File: src/rtl/rv32_pkg.sv
// Shared RV32 register-file constants and the writeback entry type.
package rv32_pkg;

   localparam int XLEN      = 32;
   localparam int RF_ADDR_W = 5;
   localparam int NUM_REGS  = 32;

   typedef struct packed {
      logic [RF_ADDR_W-1:0] addr;
      logic [XLEN-1:0]      data;
   } wb_entry_t;

endpackage

File: src/rtl/reg_write_arbiter_if.sv
// Producer-side bundle (WB stage, MD unit) and register-file write outputs of the arbiter.
interface reg_write_arbiter_if;
   import rv32_pkg::*;

   logic                 WB_VALID;
   logic [RF_ADDR_W-1:0] WB_ADDR;
   logic [XLEN-1:0]      WB_DATA;
   logic                 WB_STALL;

   logic                 MD_ISSUE;
   logic [RF_ADDR_W-1:0] MD_ISSUE_ADDR;
   logic                 MD_VALID;
   logic [RF_ADDR_W-1:0] MD_ADDR;
   logic [XLEN-1:0]      MD_DATA;
   logic                 MD_READY;

   logic [XLEN-1:0]      RF_IN;
   logic [RF_ADDR_W-1:0] RF_INADDRESS;
   logic                 RF_WRITE;
   logic [NUM_REGS-1:0]  BUSY_MASK;

   modport master (
      output WB_VALID, WB_ADDR, WB_DATA, MD_ISSUE, MD_ISSUE_ADDR, MD_VALID, MD_ADDR, MD_DATA,
      input  WB_STALL, MD_READY, RF_IN, RF_INADDRESS, RF_WRITE, BUSY_MASK
   );

   modport slave (
      input  WB_VALID, WB_ADDR, WB_DATA, MD_ISSUE, MD_ISSUE_ADDR, MD_VALID, MD_ADDR, MD_DATA,
      output WB_STALL, MD_READY, RF_IN, RF_INADDRESS, RF_WRITE, BUSY_MASK
   );

endinterface

File: src/rtl/wb_result_fifo.sv
// Small power-of-two FIFO of writeback entries; head is visible combinationally.
// Pushes while full and pops while empty are ignored.
module wb_result_fifo
   import rv32_pkg::*;
#(
   parameter int DEPTH = 2
) (
   input  logic      clk,
   input  logic      rst,
   input  logic      push,
   input  wb_entry_t push_dat,
   input  logic      pop,
   output logic      full,
   output logic      empty,
   output wb_entry_t head
);

   localparam int AW = (DEPTH > 1) ? $clog2(DEPTH) : 1;

   wb_entry_t       mem_q [DEPTH];
   logic [AW-1:0]   wr_ptr_q, wr_ptr_d;
   logic [AW-1:0]   rd_ptr_q, rd_ptr_d;
   logic [AW:0]     count_q, count_d;
   logic            do_push, do_pop;

   assign full    = (count_q == (AW+1)'(DEPTH));
   assign empty   = (count_q == '0);
   assign head    = mem_q[rd_ptr_q];
   assign do_push = push && !full;
   assign do_pop  = pop && !empty;

   always_comb begin
      wr_ptr_d = wr_ptr_q;
      rd_ptr_d = rd_ptr_q;
      count_d  = count_q;
      if (do_push) wr_ptr_d = wr_ptr_q + 1'b1;
      if (do_pop)  rd_ptr_d = rd_ptr_q + 1'b1;
      case ({do_push, do_pop})
         2'b10:   count_d = count_q + 1'b1;
         2'b01:   count_d = count_q - 1'b1;
         default: count_d = count_q;
      endcase
   end

   always_ff @(posedge clk) begin
      if (rst) begin
         wr_ptr_q <= '0;
         rd_ptr_q <= '0;
         count_q  <= '0;
      end else begin
         wr_ptr_q <= wr_ptr_d;
         rd_ptr_q <= rd_ptr_d;
         count_q  <= count_d;
      end
   end

   // Storage needs no reset: entries are only read once count says they are valid.
   always_ff @(posedge clk) begin
      if (do_push) mem_q[wr_ptr_q] <= push_dat;
   end

endmodule

File: src/rtl/reg_write_arbiter.sv
// Shares the register-file write port between the WB stage and a FIFO of MD results,
// with a starvation guard that stalls WB and a busy scoreboard of outstanding MD destinations.
module reg_write_arbiter
   import rv32_pkg::*;
#(
   parameter int FIFO_DEPTH   = 2,
   parameter int STARVE_LIMIT = 4
) (
   input logic                CLK,
   input logic                RESET,
   reg_write_arbiter_if.slave bus
);

   localparam int             SW         = $clog2(STARVE_LIMIT + 1);
   localparam logic [SW-1:0]  STARVE_MAX = SW'(STARVE_LIMIT);

   wb_entry_t           push_dat, fifo_head;
   logic                fifo_full, fifo_empty;
   logic                md_ready, md_push, fifo_pop;
   logic                wb_req, force_md, grant_fifo, grant_wb;
   logic [SW-1:0]       starve_q, starve_d;
   logic [NUM_REGS-1:0] busy_q, busy_d;

   assign push_dat   = '{addr: bus.MD_ADDR, data: bus.MD_DATA};
   assign md_ready   = !RESET && !fifo_full;
   assign md_push    = bus.MD_VALID && md_ready;

   assign wb_req     = bus.WB_VALID && (bus.WB_ADDR != '0);
   assign force_md   = !fifo_empty && (starve_q == STARVE_MAX);
   assign grant_fifo = !fifo_empty && (force_md || !wb_req);
   assign grant_wb   = wb_req && !force_md;
   assign fifo_pop   = grant_fifo && !RESET;

   wb_result_fifo #(
      .DEPTH (FIFO_DEPTH)
   ) u_fifo (
      .clk      (CLK),
      .rst      (RESET),
      .push     (md_push),
      .push_dat (push_dat),
      .pop      (fifo_pop),
      .full     (fifo_full),
      .empty    (fifo_empty),
      .head     (fifo_head)
   );

   always_comb begin
      bus.RF_WRITE     = 1'b0;
      bus.RF_INADDRESS = '0;
      bus.RF_IN        = '0;
      bus.WB_STALL     = 1'b0;
      bus.MD_READY     = md_ready;
      bus.BUSY_MASK    = RESET ? '0 : busy_q;
      if (!RESET) begin
         bus.WB_STALL = force_md && wb_req;
         if (grant_wb) begin
            bus.RF_WRITE     = 1'b1;
            bus.RF_INADDRESS = bus.WB_ADDR;
            bus.RF_IN        = bus.WB_DATA;
         end else if (grant_fifo) begin
            // x0 entries still drain from the FIFO, they just never write.
            bus.RF_WRITE     = (fifo_head.addr != '0);
            bus.RF_INADDRESS = fifo_head.addr;
            bus.RF_IN        = fifo_head.data;
         end
      end
   end

   always_comb begin
      starve_d = starve_q;
      if (fifo_empty || grant_fifo) begin
         starve_d = '0;
      end else if (starve_q != STARVE_MAX) begin
         starve_d = starve_q + 1'b1;
      end
   end

   // Clear before set so a same-cycle re-issue of the popped register keeps its bit.
   always_comb begin
      busy_d = busy_q;
      if (fifo_pop) busy_d[fifo_head.addr] = 1'b0;
      if (bus.MD_ISSUE && (bus.MD_ISSUE_ADDR != '0)) busy_d[bus.MD_ISSUE_ADDR] = 1'b1;
      busy_d[0] = 1'b0;
   end

   always_ff @(posedge CLK) begin
      if (RESET) begin
         starve_q <= '0;
         busy_q   <= '0;
      end else begin
         starve_q <= starve_d;
         busy_q   <= busy_d;
      end
   end

endmodule

File: src/flat_wrapper.sv
// flat-port wrapper written by rule: the top's interface ports become plain ports
module reg_write_arbiter_flat import rv32_pkg::*;
#(
   parameter int FIFO_DEPTH   = 2,
   parameter int STARVE_LIMIT = 4
)
  (CLK, RESET, bus_WB_VALID, bus_WB_ADDR, bus_WB_DATA, bus_MD_ISSUE, bus_MD_ISSUE_ADDR, bus_MD_VALID, bus_MD_ADDR, bus_MD_DATA, bus_WB_STALL, bus_MD_READY, bus_RF_IN, bus_RF_INADDRESS, bus_RF_WRITE, bus_BUSY_MASK);
  reg_write_arbiter_if bus_i ();
  input logic CLK;
  input logic RESET;
  input wire logic [$bits(bus_i.WB_VALID)-1:0] bus_WB_VALID;
  input wire logic [$bits(bus_i.WB_ADDR)-1:0] bus_WB_ADDR;
  input wire logic [$bits(bus_i.WB_DATA)-1:0] bus_WB_DATA;
  input wire logic [$bits(bus_i.MD_ISSUE)-1:0] bus_MD_ISSUE;
  input wire logic [$bits(bus_i.MD_ISSUE_ADDR)-1:0] bus_MD_ISSUE_ADDR;
  input wire logic [$bits(bus_i.MD_VALID)-1:0] bus_MD_VALID;
  input wire logic [$bits(bus_i.MD_ADDR)-1:0] bus_MD_ADDR;
  input wire logic [$bits(bus_i.MD_DATA)-1:0] bus_MD_DATA;
  output wire logic [$bits(bus_i.WB_STALL)-1:0] bus_WB_STALL;
  output wire logic [$bits(bus_i.MD_READY)-1:0] bus_MD_READY;
  output wire logic [$bits(bus_i.RF_IN)-1:0] bus_RF_IN;
  output wire logic [$bits(bus_i.RF_INADDRESS)-1:0] bus_RF_INADDRESS;
  output wire logic [$bits(bus_i.RF_WRITE)-1:0] bus_RF_WRITE;
  output wire logic [$bits(bus_i.BUSY_MASK)-1:0] bus_BUSY_MASK;
  assign bus_i.WB_VALID = bus_WB_VALID;
  assign bus_i.WB_ADDR = bus_WB_ADDR;
  assign bus_i.WB_DATA = bus_WB_DATA;
  assign bus_i.MD_ISSUE = bus_MD_ISSUE;
  assign bus_i.MD_ISSUE_ADDR = bus_MD_ISSUE_ADDR;
  assign bus_i.MD_VALID = bus_MD_VALID;
  assign bus_i.MD_ADDR = bus_MD_ADDR;
  assign bus_i.MD_DATA = bus_MD_DATA;
  assign bus_WB_STALL = bus_i.WB_STALL;
  assign bus_MD_READY = bus_i.MD_READY;
  assign bus_RF_IN = bus_i.RF_IN;
  assign bus_RF_INADDRESS = bus_i.RF_INADDRESS;
  assign bus_RF_WRITE = bus_i.RF_WRITE;
  assign bus_BUSY_MASK = bus_i.BUSY_MASK;
  reg_write_arbiter #(.FIFO_DEPTH(FIFO_DEPTH), .STARVE_LIMIT(STARVE_LIMIT)) u_core (.CLK(CLK), .RESET(RESET), .bus(bus_i));
endmodule
File: config.mk
export PLATFORM = sky130hd
export DESIGN_NAME = reg_write_arbiter_flat
export DESIGN_NICKNAME = d
export VERILOG_FILES = /design/src/rtl/rv32_pkg.sv /design/src/rtl/reg_write_arbiter_if.sv /design/src/rtl/wb_result_fifo.sv /design/src/rtl/reg_write_arbiter.sv /design/src/flat_wrapper.sv
export SDC_FILE = /design/constraint.sdc
export NUM_CORES = 1
export LEC_CHECK = 0
export ABC_AREA = 1
export CORE_MARGIN = 2
export CORE_UTILIZATION = 40
export DETAILED_ROUTE_END_ITERATION = 10
export GPL_ROUTABILITY_DRIVEN = 0
export GPL_TIMING_DRIVEN = 0
export PLACE_DENSITY = 0.79
export SKIP_CTS_REPAIR_TIMING = 1
export SYNTH_ARGS = -nofsm -noshare
export SYNTH_HDL_FRONTEND = slang
export SYNTH_SLANG_ARGS = --single-unit
File: constraint.sdc
create_clock -name CLK -period 5.49 [get_ports CLK]
set_clock_uncertainty 0.1 [all_clocks]
set_input_delay 1.098 -clock CLK [delete_from_list [all_inputs] [get_ports CLK]]
set_output_delay 1.098 -clock CLK [all_outputs]
set_load 0.1 [all_outputs]
==> metrics.md, run 1 <==
| Metric | Value |
|---|---|
| Run status | complete, no violations |
| Crit-path max FO | 10 |
| Synth Cell Area | ~5500 sq um |
| Yosys Warn Count | 0 |
| Number of synthesized flops with an enable pin | 74 |
| Via/cell ratio | 4.862 |
| Internal | 1.892 mW |
| Critical path, cell by cell | clkdlybuf4s50_1 -> nor2_1 -> nand3_1 -> nand3_2 -> buf_6 -> buf_2 -> nand3_1 -> nand2_1 -> clkdlybuf4s50_1 |
| Final hold slack | 399.7 ps |
| Setup Viol. Count Final | 0 |
| Total track usage | 0.2105 |
| Clock power share | 0.459 |
| Post-route ant nets | 0 |
| Tightest Pin Transition | 1133 ps |
| R2R Path End | u_core.u_fifo.count_q[1]$_SDFFE_PP0P_ |
| Hold Vio Cnt, Final | 0 |
| Reg clk slew, reported paths | ~60 ps |
| Max cap viols | 0 |
| Power Density | 332.7 nW/um^2 |
| Setup_tns | 0 ps |
| Critical path buffers and inverters | 4 |
| Worst Hold Launch | u_core.starve_q[1]$_SDFFE_PP0P_ |
| Setup CP Type | input port to output pin |
| DR DRC count | 0 |
| RSZ-0062 raised after global routing | false |
| WP data required | 4290 ps |
| Clk_lat worst skew | 410 ps |
| Die Footprint | ~15,000 sq um |
| Port Buffers | 153 |
| Psw | about 0.75 mW |
| Seq/Total Area, Yosys | 0.5469 |
| Bufs on Longest Clock Path | 2 |
| Layout net count | 954 |
| Per-cell routed wire length | 14.44 microns |
| Root buffer cell | clkbuf_16 |
| Vias | about 5,100 |
| Compound-cell area share of the yosys netlist | 0.04809 |
| Initial Util | 0.4113 |
| First-pass GRT wire length | 23.79 mm |
| Critical Path Slowest Stage Cell | clkdlybuf4s50_1 |
| Std-Cell Rows | 42 |
| Mux contribution to synthesized area | 0 |
| H-Tree Depth | 4 |
| Total leakage power | 3.220 nW |
| DRT Wirelength | 15.25 mm |
| Switching share of power | 0.2852 |
| Flop and latch count out of synthesis | 113 |
| Synth Net Count | approximately 800 |
| Max-slew violations | 0 |
| GR Overflow Total | 0 |
| Hold Crit Class | flop to flop |
| Hold Path Depth | 2 |
| Core area | approximately 13,000 sq um |
| Share of cells above drive strength 1 | 0.08295 |
| Ant diodes | 0 |
| Post-Synth XOR/XNOR Area | 0.001595 |
| FMAX | 201.0 MHz |
| Synth Area in Adders | 0.006837 |
| Syn Inst Count | 693 |
| Main combinational cell family by area after synthesis | simple AND/OR/NAND/NOR gates |
| DRT Pass-1 Iters | 5 |
| Antenna violations before repair | 0 |
| Data arrival time of the critical path | 3780 ps |
| Critical path's top delay family | buffers and inverters |
| Syn Area/Cell | around 7.9 sq um |
| First DRT Iteration DRCs | 428 |
| Post-DP HPWL | 11.03 mm |
| RR Startpoint | u_core.starve_q[1]$_SDFFE_PP0P_ |
| Largest net degree at the start of global routing | 27 |
| FFs w/ async S/R, synth | 0 |
| Die H | between 100 and 150 microns |
| Worst reg2reg path depth | 12 |
| Crit path launch type | input port |
| Synth Area in Simple Gates | 0.3195 |
| Fin crit share | 0.9062 |
| Sequential share of power | 0.358 |
| Slowest stage delay, CP | between 1000 and 1500 ps |
| Area Growth Syn to Fin | 44.87% |
| Combinational Power Share | 0.183 |
| Min Tclk post-route | 4975 ps |
| Die Wd | 121.2 microns |
| Commonest non-fill, non-tap cell in the layout | nand2_1 |
| Peak VDD IR | 0.0001591 V |
| I/O pins | 156 |
| CTS Buf Count | 17 |
| Number of global-route vias before repair | just under 5,000 |
| CTS tree | yes |
| Commonest non-fill, non-tap cells in the layout | nand2_1, clkdlybuf4s50_1, nand3_1 |
| Min-Delay Endpoint | u_core.starve_q[1]$_SDFFE_PP0P_ |
| Total clock sinks | 113 |
| CP Capture Type | output pin |
| Synth cell types | 27 |
| Slew headroom | 0.2385 |
| Worst reg-to-reg setup slack | 3250 ps |
| Ys flop type | edfxtp_1 |
-- synth_stat cells, types with 5 or more instances --
cell / number / area (sq um)
nand3_1: 75 / 375.4
buf_2: 17 / 85.08
o21ai_1: 7 / 35.03
nor3_1: 8 / 40.04
nor2_1: 73 / 274.0
o21ai_0: 6 / 30.03
dfxtp_1: 39 / 780.8
nand2_1: 261 / 979.7
buf_4: 6 / 45.04
buf_1: 5 / 18.77
inv_1: 56 / 210.2
edfxtp_1: 74 / 2222
a21oi_1: 38 / 190.2
-- power groups by stage --
stage / logic, mW / clock network, mW / registers, mW
finish: 0.485 / 1.21 / 0.947
global route: 0.514 / 1.26 / 0.949
CTS: 0.484 / 1.22 / 0.947
detailed placement: 0.482 / 0 / 0.964
global placement: 0.471 / 0 / 0.964
floorplan: 0.321 / 0 / 0.963
-- metrics by stage --
step	total power, mW	utilization	worst slack (ps)	cells	instance area [sq um]
6_report	2.646	0.5959	515.2	1056	7954
3_5_place_dp	1.446	0.5467	537.6	1024	7297
4_1_cts	2.655	0.5959	521.6	1056	7954
3_3_place_gp	1.435	0.5426	573.2	1022	7242
2_1_floorplan	1.283	-	170.7	693	5490
5_1_grt	2.727	0.5959	378.0	1056	7954
-- cells by family (layout without fill, tap and decap cells) --
kind of cell | after synthesis | count (layout)
buffers and inverters | 94 | 281
flip-flops | 113 | 113
other | 1 | 1
AO/OA/AOI/OAI | 52 | 52
AND/OR/NAND/NOR | 429 | 429
XOR/XNOR | 1 | 1
adder cells (fa/ha/maj) | 3 | 3
-- final cells by class --
class,count,area (sq um)
clock inverter,14,227.7
inverter,60,225.2
fill,1146,5394
sequential,113,3003
buffer,34,193.9
multi-input combinational,486,2083
clock buffer,18,429.2
timing repair buffer,155,1572
tap,176,220.2
-- worst max path at each step --
stage	startpoint	to	slack, ps	cells past startpoint
final	bus_WB_ADDR[3]	bus_RF_IN[30]	520	9
after global routing	bus_WB_ADDR[1]	bus_RF_IN[24]	380	9
after CTS	bus_WB_ADDR[3]	bus_RF_IN[22]	520	10
after global placement	bus_WB_ADDR[3]	bus_RF_IN[22]	570	10
after floorplan	RESET	u_core.u_fifo.mem_q[0][0]$_DFFE_PP_	170	4
after detailed placement	bus_WB_ADDR[3]	bus_RF_IN[22]	540	10
-- sequential cells by signal, indices dropped and copies added (netlist names), named ones only --
name,flops
u_core.u_fifo.mem_q,74
u_core.busy_q,31
u_core.starve_q,3
u_core.u_fifo.count_q,2
u_core.u_fifo.rd_ptr_q,1
u_core.u_fifo.wr_ptr_q,1
-- worst min-delay path: cells and delay by family, from the launching register on --
| family | cells | cell delay (ps) |
|---|---|---|
| DFF | 1 | 330 |
| AOI/OAI and AO/OA | 1 | 60 |
| and+or+nand+nor | 1 | 70 |
-- per-layer routing --
metal	wire length (microns)	GRT usage
met1	6400	0.2527
met2	7435	0.3539
met3	931	0.05639
met4	485	0.09411
met5	0	0
No activity file was read; power rests on OpenSTA's default activity.
==> run 2, diff against run 1 <==
--- a/config.mk
+++ b/config.mk
@@ -7,11 +7,11 @@
 export LEC_CHECK = 0
 export ABC_AREA = 1
 export CORE_MARGIN = 2
-export CORE_UTILIZATION = 40
+export CORE_UTILIZATION = 52
 export DETAILED_ROUTE_END_ITERATION = 10
 export GPL_ROUTABILITY_DRIVEN = 0
 export GPL_TIMING_DRIVEN = 0
-export PLACE_DENSITY = 0.79
+export PLACE_DENSITY = 0.95
 export SKIP_CTS_REPAIR_TIMING = 1
 export SYNTH_ARGS = -nofsm -noshare
 export SYNTH_HDL_FRONTEND = slang
==> run 2 against run 1 <==
- combinational power grew 2%
- power shrank 3.3%
- hold slack lost 2.2 ps
- final area shrank 1.3%
- sequential share of layout area grew 0.49 points
- clock power shrank 8%
- largest power group unchanged
- first-iteration DRC count grew 59%
- critical endpoint is now bus_RF_IN[13]
- worst setup slack lost 47 ps
- routed wire length grew 10%
==> metrics.md, run 2 (synthesized netlist as in run 1, its figures left out) <==
| Metric | Value |
|---|---|
| GR Layer Usage met1 | 0.3479 (+0.09516) |
| Total track usage | 0.3044 (+0.09382) |
| Clk_lat worst skew | 530 ps (+120 ps) |
| Setup Viol. Count Final | 0 (unchanged) |
| FMAX | 199.1 MHz (-0.93%) |
| CTS Buf Count | 17 (unchanged) |
| Die Footprint | 11,400 sq um (-22%) |
| Antenna violations before repair | 0 (unchanged) |
| First DRT Iteration DRCs | 679 (+59%) |
| Share of cells above drive strength 1 | 0.08295 (unchanged) |
| Largest Register | u_core.u_fifo.mem_q |
| GR Util met3 | 0.07964 (+0.02324) |
| Per-cell routed wire length | 16.54 microns (+15%) |
| Power Density | 325.8 nW/um^2 (-2.1%) |
| Critical path's top delay family | buffers and inverters |
| First-pass GRT wire length | 26.38 mm (+11%) |
| Largest register FFs | 74 (unchanged) |
| Run status | complete, no violations |
| Critical path, cell by cell | clkdlybuf4s50_1 -> nor2_1 -> nand3_1 -> nand3_2 -> nor2_2 -> buf_4 -> buf_6 -> nand2_1 -> nand2_1 -> clkdlybuf4s50_1 |
| Core area | 10,280 sq um (-23%) |
| Setup_tns | 0 ps (unchanged) |
| Slew headroom | 0.1406 (-0.09793) |
| Reg clk slew, reported paths | 60 ps (about the same) |
| Die H | 106.8 microns (-12%) |
| Critical Path Slowest Stage Cell | clkdlybuf4s50_1 |
| Hold Crit Class | flop to flop |
| Ant diodes | 0 (unchanged) |
| Std-Cell Rows | 37 (-12%) |
| Fin crit share | 0.9146 (+0.008485) |
| CP Capture Type | output pin |
| Largest net degree at the start of global routing | 27 (unchanged) |
| Data arrival time of the critical path | 3820 ps (+40 ps) |
| Total leakage power | 3.183 nW (-1.2%) |
| Area after DPL | 7254 sq um (-0.58%) |
| H-Tree Depth | 4 (unchanged) |
| DRT Wirelength | 16.81 mm (+10%) |
| WP data required | 4290 ps (about the same) |
| Initial Util | 0.5342 (+0.1229) |
| I/O pins | 156 (unchanged) |
| Setup CP Type | input port to output pin |
| Post-DP HPWL | 11.04 mm (about the same) |
| Vias | 5,554 (+8.2%) |
| Final Cell Area | 7853 sq um (-1.3%) |
| Number of global-route vias before repair | 5,494 (+11%) |
| Peak VDD IR | 0.0002887 V (+81%) |
| Routing usage on met2 | 0.5073 (+0.1533) |
| Bufs on Longest Clock Path | 2 (unchanged) |
| Hold Vio Cnt, Final | 0 (unchanged) |
| Slowest stage delay, CP | 1170 ps (+30 ps) |
| Area Growth Syn to Fin | 43.03% |
| RSZ-0062 raised after global routing | false |
| Commonest non-fill, non-tap cell in the layout | nand2_1 |
| Total clock sinks | 113 (unchanged) |
| Crit path launch type | input port |
| Layout net count | 954 (unchanged) |
| Max-slew violations | 0 (unchanged) |
| Crit-path max FO | 10 (unchanged) |
| DR DRC count | 0 (unchanged) |
| Die Wd | 106.8 microns (-12%) |
| Root buffer cell | clkbuf_8 |
| Tightest Pin Transition | 1279 ps (+145.8 ps) |
| Busiest grt layer | met2 |
| Commonest non-fill, non-tap cells in the layout | nand2_1, clkdlybuf4s50_1, nand3_1 |
| GR Overflow Total | 0 (unchanged) |
| Critical path buffers and inverters | 4 (unchanged) |
| Biggest regs | u_core.u_fifo.mem_q: 74 flops, u_core.busy_q: 31 flops, u_core.starve_q: 3 flops |
| Port Buffers | 153 (unchanged) |
| Final hold slack | 397.5 ps (-2.179 ps) |
| Via/cell ratio | 5.467 (+12%) |
| CTS tree | yes |
| DRT Pass-1 Iters | 6 (+1) |
| Max cap viols | 0 (unchanged) |
| Min Tclk post-route | 5021 ps (+46.58 ps) |
| Post-route ant nets | 0 (unchanged) |
-- run 2: changes by cell type in the layout (fill, tap and decap cells not counted) --
cell	previous run	this run
clkbuf_16	17	16
clkbuf_1	4	3
clkinv_1	0	1
buf_16	0	1
bufinv_16	5	3
buf_12	2	1
clkinv_4	5	3
clkbuf_8	0	1
clkinvlp_4	1	5
-- run 2: where the power goes --
part | internal, mW | leakage [nW] | switching [mW]
Sequential | 0.936 | 0.995 | 0.0115
Clock | 0.695 | 0.275 | 0.420
Combinational | 0.144 | 1.91 | 0.353
Total | 1.77 | 3.18 | 0.784
-- run 2: cell type report --
type	instances	area (sq um)
clock inverters	15	183.9
flip-flops and latches	113	3003
multi-input cells	486	2083
well taps	136	170.2
fillers	642	2425
inverters	60	225.2
repair buffers	155	1579
plain buffers	34	193.9
clock buffers	17	414.1
-- run 2: worst register-to-register path: cells and delay by family, from the launching register on --
| family | cells | cell delay, ps |
|---|---|---|
| buffers and inverters | 5 | 460 |
| flip-flops | 1 | 350 |
| adder cells (fa/ha/maj) | 2 | 370 |
| AND/OR/NAND/NOR | 7 | 920 |
| AO/OA/AOI/OAI | 1 | 110 |
-- run 2: per-layer routing --
| metal | vias up | share of wire |
|---|---|---|
| met3 | 89 | 0.096 |
| met5 | - | 0 |
| met4 | 0 | 0.057 |
| met2 | 384 | 0.49 |
| li1 | 2591 | - |
| met1 | 2490 | 0.36 |
-- run 2: stage by stage --
stage / utilization / std cells / power [mW] / setup WS, ps
after global placement: 0.6998 / 982 / 1.432 / 571.5
final: 0.7641 / 1016 / 2.559 / 468.6
after CTS: 0.7641 / 1016 / 2.548 / 508.1
after detailed placement: 0.7059 / 984 / 1.446 / 516.6
after floorplan: - / 693 / 1.283 / 170.7
after global routing: 0.7641 / 1016 / 2.624 / 400.1
-- run 2: worst paths after layout --
kind / to / start / slack (ps) / cells after the start
setup / recovery: bus_RF_IN[13] / bus_WB_ADDR[3] / 470 / 10
hold reg to reg: u_core.u_fifo.rd_ptr_q$_SDFFE_PP0P_ / u_core.u_fifo.rd_ptr_q$_SDFFE_PP0P_ / 400 / 2
hold / removal: u_core.u_fifo.rd_ptr_q$_SDFFE_PP0P_ / u_core.u_fifo.rd_ptr_q$_SDFFE_PP0P_ / 400 / 2
setup reg to reg: u_core.u_fifo.count_q[1]$_SDFFE_PP0P_ / u_core.starve_q[1]$_SDFFE_PP0P_ / 3110 / 15
==> run 3, diff against run 2 <==
--- a/config.mk
+++ b/config.mk
@@ -8,6 +8,7 @@
 export ABC_AREA = 1
 export CORE_MARGIN = 2
 export CORE_UTILIZATION = 52
+export CTS_CLUSTER_DIAMETER = 200
 export DETAILED_ROUTE_END_ITERATION = 10
 export GPL_ROUTABILITY_DRIVEN = 0
 export GPL_TIMING_DRIVEN = 0
==> results of run 3 <==
No change in the layout: final DEF, timing and power equal those of run 2.
